--- src/rtl/lc3_fetch_ctrl.sv ---
// lc3_fetch_ctrl: LC-3 program-counter sequencing FSM.
// Walks fetch (FETCH1..3), decodes the opcode, resolves BR and JMP/RET
// locally through Load_PC/PCMUX_Control and hands every other opcode to the
// execute controller with an Exec_Start pulse / Exec_Done handshake.
//
// Ports:
//   Clk, Reset           clock, asynchronous active-low reset
//   IR, NZP              instruction register, condition codes {N,Z,P}
//   Mem_R                memory read data valid
//   Exec_Done            execute controller finished
//   Soft_Restart         force PC to 0 and refetch (ignored in RST_WAIT)
//   Load_PC, PCMUX_Control  PC load / select (00 PC+1, 01 adder, 10 bus, 11 zero)
//   Gate_PC, Gate_BaseR  bus drivers
//   Load_MAR, Mem_En, Load_MDR, Load_IR  fetch datapath controls
//   Exec_Start           one-cycle execute start pulse
//   Fetch_Fault          sticky memory-timeout flag
//   State                current state encoding (debug)
//
// Optional feature: define FETCH_TIMEOUT_EN to bound FETCH2 waits to
// MEM_TIMEOUT cycles; on expiry the FSM parks in HALT with Fetch_Fault set.
module lc3_fetch_ctrl #(
    parameter int unsigned MEM_TIMEOUT = 16,
    parameter int unsigned TO_W        = 5
) (
    input  logic        Clk,
    input  logic        Reset,
    input  logic [15:0] IR,
    input  logic [2:0]  NZP,
    input  logic        Mem_R,
    input  logic        Exec_Done,
    input  logic        Soft_Restart,
    output logic        Load_PC,
    output logic [1:0]  PCMUX_Control,
    output logic        Gate_PC,
    output logic        Gate_BaseR,
    output logic        Load_MAR,
    output logic        Mem_En,
    output logic        Load_MDR,
    output logic        Load_IR,
    output logic        Exec_Start,
    output logic        Fetch_Fault,
    output logic [2:0]  State
);

    typedef enum logic [2:0] {
        StRstWait  = 3'd0,
        StFetch1   = 3'd1,
        StFetch2   = 3'd2,
        StFetch3   = 3'd3,
        StDecode   = 3'd4,
        StBranch   = 3'd5,
        StExecWait = 3'd6,
        StHalt     = 3'd7
    } state_e;

    localparam logic [3:0] OpBr  = 4'b0000;
    localparam logic [3:0] OpJmp = 4'b1100;

    state_e     state_q, state_d;
    logic [3:0] opcode;
    logic       br_taken;
    logic       restart;
    logic       timeout;
    logic       unused_ir;

    assign opcode    = IR[15:12];
    assign br_taken  = |(IR[11:9] & NZP);
    assign restart   = Soft_Restart && (state_q != StRstWait);
    assign unused_ir = ^IR[8:0];

`ifdef FETCH_TIMEOUT_EN
    logic [TO_W-1:0] to_cnt_q;
    logic [TO_W-1:0] to_cnt_inc;
    logic            fault_q;

    assign to_cnt_inc  = to_cnt_q + TO_W'(1);
    // Expires on the MEM_TIMEOUT-th consecutive FETCH2 cycle without Mem_R.
    assign timeout     = (state_q == StFetch2) && !Mem_R
                         && (to_cnt_inc == TO_W'(MEM_TIMEOUT));
    assign Fetch_Fault = fault_q;
`else
    logic [TO_W-1:0] unused_to;

    assign unused_to   = TO_W'(MEM_TIMEOUT);
    assign timeout     = 1'b0;
    assign Fetch_Fault = 1'b0;
`endif

    always_comb begin
        state_d = state_q;
        if (restart) begin
            state_d = StFetch1;
        end else begin
            case (state_q)
                StRstWait:  state_d = StFetch1;
                StFetch1:   state_d = StFetch2;
                StFetch2: begin
                    if (Mem_R)        state_d = StFetch3;
                    else if (timeout) state_d = StHalt;
                end
                StFetch3:   state_d = StDecode;
                StDecode: begin
                    if (opcode == OpBr)       state_d = br_taken ? StBranch : StFetch1;
                    else if (opcode == OpJmp) state_d = StFetch1;
                    else                      state_d = StExecWait;
                end
                StBranch:   state_d = StFetch1;
                StExecWait: if (Exec_Done) state_d = StFetch1;
                StHalt:     state_d = StHalt;
                default:    state_d = StRstWait;
            endcase
        end
    end

    always_ff @(posedge Clk or negedge Reset) begin
        if (!Reset) begin
            state_q <= StRstWait;
`ifdef FETCH_TIMEOUT_EN
            to_cnt_q <= '0;
            fault_q  <= 1'b0;
`endif
        end else begin
            state_q <= state_d;
`ifdef FETCH_TIMEOUT_EN
            // Held at zero outside FETCH2, so every entry starts a fresh count.
            if (state_q != StFetch2) to_cnt_q <= '0;
            else if (!Mem_R)         to_cnt_q <= to_cnt_inc;
            if (restart)      fault_q <= 1'b0;
            else if (timeout) fault_q <= 1'b1;
`endif
        end
    end

    // Mem_R and Soft_Restart act in the same cycle, so outputs are decoded
    // from the state register plus those inputs.
    always_comb begin
        Load_PC       = 1'b0;
        PCMUX_Control = 2'b00;
        Gate_PC       = 1'b0;
        Gate_BaseR    = 1'b0;
        Load_MAR      = 1'b0;
        Mem_En        = 1'b0;
        Load_MDR      = 1'b0;
        Load_IR       = 1'b0;
        Exec_Start    = 1'b0;
        if (restart) begin
            Load_PC       = 1'b1;
            PCMUX_Control = 2'b11;
        end else begin
            case (state_q)
                StFetch1: begin
                    Gate_PC  = 1'b1;
                    Load_MAR = 1'b1;
                    Load_PC  = 1'b1;
                end
                StFetch2: begin
                    Mem_En   = 1'b1;
                    Load_MDR = Mem_R;
                end
                StFetch3: Load_IR = 1'b1;
                StDecode: begin
                    if (opcode == OpJmp) begin
                        Gate_BaseR    = 1'b1;
                        Load_PC       = 1'b1;
                        PCMUX_Control = 2'b10;
                    end else if (opcode != OpBr) begin
                        Exec_Start = 1'b1;
                    end
                end
                StBranch: begin
                    Load_PC       = 1'b1;
                    PCMUX_Control = 2'b01;
                end
                default: ;
            endcase
        end
    end

    assign State = state_q;

endmodule

--- config.mk ---
export PLATFORM = sky130hd
export DESIGN_NAME = lc3_fetch_ctrl
export DESIGN_NICKNAME = d
export VERILOG_FILES = /design/src/rtl/lc3_fetch_ctrl.sv
export SDC_FILE = /design/constraint.sdc
export NUM_CORES = 1
export LEC_CHECK = 0
export BUFFER_PORTS_ARGS = -buffer_cell sky130_fd_sc_hd__buf_2
export CORE_AREA = 4 4 41 43
export DETAILED_ROUTE_END_ITERATION = 10
export DIE_AREA = 0 0 45 47
export GPL_TIMING_DRIVEN = 0
export PLACE_DENSITY_LB_ADDON = 0.25
export SLEW_MARGIN = 20
export SYNTH_ARGS = -nofsm -noshare
export SYNTH_HDL_FRONTEND = slang
export SYNTH_SLANG_ARGS = --single-unit
--- constraint.sdc ---
create_clock -name Clk -period 1.42 [get_ports Clk]
set_input_delay 0.284 -clock Clk [delete_from_list [all_inputs] [get_ports Clk]]
set_output_delay 0.284 -clock Clk [all_outputs]
set_load 0.1 [all_outputs]
==> reports/results.tsv <==
metric	value	unit
DP HPWL	903.6	µm
switching power	1581	µW
DRT Wirelength	1.390	mm
row cnt	13	
CTS clk-pin slew, worst paths	40	ps
Worst VDD drop	1.332	mV
total CTS buffers	3	
area added between synthesis and finish	144.3	%
DIE HEIGHT	47	µm
Mapped Cells	54	
leakage	0.0004060	µW
final setup vio count	11	
Die Area	2115	µm²
average wire per standard cell	12.99	µm
CP endpoint kind	output port	
Pins Over Slew Limit	0	
Setup CP Type	flop to output port	
RSZ-0062 raised after global routing	true	
Synth area leader	dfrtp_1	
total of max-cap violations	0	
diode count	0	
Yosys warnings	0	
final worst setup slack	-347.1	ps
Setup TNS	-3197	ps
root buffer cell	clkbuf_4	
vias per std cell	5.140	
Bufs on Longest Clock Path	2	
Worst Path Max Fanout	7	
Switching Share	0.5931	
reg2reg path depth	6	
crit path launch type	flop	
CTS H-tree depth	1	
most frequent cell after synthesis	a21oi_1	
Pint	1084	µW
Fin Hold WS	366.2	ps
top post-synthesis cells by area	dfrtp_1 20%, a21oi_1 7.9%, nor3_1 6.6%, buf_6 5.9%, o21ai_0 5.2%	
share of layout cells above drive strength 1	0.6957	
commonest cells in the synthesized netlist	6 x a21oi_1, 5 x nor2_1, 5 x nor3_1, 4 x o21ai_0, 3 x dfrtp_1	
Logic pwr share	0.854	
vias in the first global route	516	
number of port buffers	27	
number of enable flip-flop cells after synthesis	0	
Peak Freq	565.9	MHz
Worst-Skew Late Latency	230	ps
Routability Congestion	0.7337	
All-Layer GR Usage	0.1364	
post-synthesis net count	78	
DR iter-0 viols	12	
Synth top area share	0.1967	
outcome	finished, violations left	
grt ovf	0	
CP required	1140	ps
mapped cell area	381.6	µm²
WP data arrival	1480	ps
Fillers	105	
Pre-Repair DR Iteration Count	4	
crit path time final	1767	ps
Remaining DRCs	0	
clock power share	0.058	
nets	117	
most used flip-flop cell after synthesis	dfrtp_1	
final hold vios	0	
Util after Layout	0.7163	
Setup Skew	0.02928	ps
die width	45	µm
async set or reset register ratio after synthesis	1.000	
#FFs+latches synth	3	
ANT nets after route	0	
sequential power share	0.088	
core area	1301	µm²
initial core utilization	0.2933	
total number of vias	550	
CTS tree	done	
TritonCTS sink count	3	
failing checks	setup timing	
post-synthesis sequential area ratio	0.1967	
initial antenna violation count	0	
synth unique cells	29	
final cycle utilization of the critical path	1.244	
pwr dens	2859	nW/µm²
max reg flops	3	
largest net degree at the start of global routing	11	
Tightest Hold Check Type	input port to asynchronous set/reset pin	
Mean Syn Cell Area	7.067	µm²
first-pass GRT wire length	2.145	mm
IO Count	38	
## timing repair
action | CTS | global route
setup endpoints to repair | 13 | 11
endpoints found under the hold margin | 3 | 0
setup buffers | 3 | 3
hold buffers | 1 | 0
pin swaps | 4 | 7
resized for setup | 45 | 9
## cell type report
| class | instances | area (µm²) | area share |
|---|---|---|---|
| tap | 15 | 18.77 | 0.02013 |
| multi-input combinational | 44 | 385.4 | 0.4134 |
| sequential | 3 | 86.33 | 0.09262 |
| buffer | 5 | 55.05 | 0.05906 |
| timing repair buffer | 34 | 350.3 | 0.3758 |
| inverter | 2 | 10.01 | 0.01074 |
| clock buffer | 4 | 26.28 | 0.02819 |
## cells in the final DEF (no fill, tap or decap), types with 2 or more instances in the layout
cell	Yosys	layout
buf_2	1	17
buf_12	0	11
buf_4	2	6
a21oi_1	6	5
buf_6	2	4
nor3_4	0	4
dfrtp_4	0	3
nor2_4	0	3
clkbuf_4	0	3
nor2_1	5	2
nand2_4	0	2
nand3_1	2	2
a22oi_1	2	2
o21ai_0	4	2
## kinds of logic (layout without fill, tap and decap cells)
family	count (synthesis)	count (layout)	share of synthesized area
other	1	1	0.009827
and+or+nand+nor	22	22	0.3017
DFF	3	3	0.1967
buffers and inverters	7	45	0.1311
xor gates and xnor gates	1	1	0.02296
AOI/OAI and AO/OA	20	20	0.3377
## power by group through the flow
| stage | Combinational (µW) | Sequential (µW) | Clock, µW |
|---|---|---|---|
| final | 2280 | 234 | 155 |
| after global routing | 2360 | 241 | 161 |
| after CTS | 2130 | 230 | 158 |
| after detailed placement | 1740 | 215 | 0 |
| after global placement | 1730 | 216 | 0 |
| after floorplan | 1230 | 504 | 0 |
## metal layers
| metal | track usage | wire length [µm] | vias to the layer above | part of all wire |
|---|---|---|---|---|
| met3 | 0.01533 | 118 | 0 | 0.085 |
| met5 | 0 | 0 | - | 0 |
| met4 | 0.03509 | 0 | 0 | 0 |
| li1 | - | - | 270 | - |
| met2 | 0.2571 | 770 | 29 | 0.55 |
| met1 | 0.1632 | 501 | 251 | 0.36 |
## stage by stage
| step | cell area, µm² | setup WS (ps) | total power [µW] | std cells |
|---|---|---|---|---|
| 6_report | 932.1 | -347.1 | 2665 | 107 |
| 5_1_grt | 932.1 | -409.4 | 2763 | 107 |
| 4_1_cts | 874.6 | -365.0 | 2518 | 104 |
| 3_5_place_dp | 656.9 | -603.5 | 1951 | 96 |
| 3_3_place_gp | 656.9 | -628.8 | 1943 | 96 |
| 2_1_floorplan | 503.0 | -1124 | 1736 | 54 |
## worst paths after layout
path | slack (ps) | to | start
max | -350 | Load_PC | State[0]
min | 370 | State[0] | Reset
max reg2reg | -200 | State[1] | State[0]
min reg2reg | 720 | State[0] | State[2]
max in group asynchronous | 940 | State[2] | Reset
min in group Clk | 460 | State[0] | Exec_Done
## worst max-delay path: stages (launching register included)
cell and delay (ps):
dfrtp_4 460, buf_6 140, or2_4 260, nor2_4 160, a21oi_4 50, buf_12 170
(Power assumes the default switching activity.)
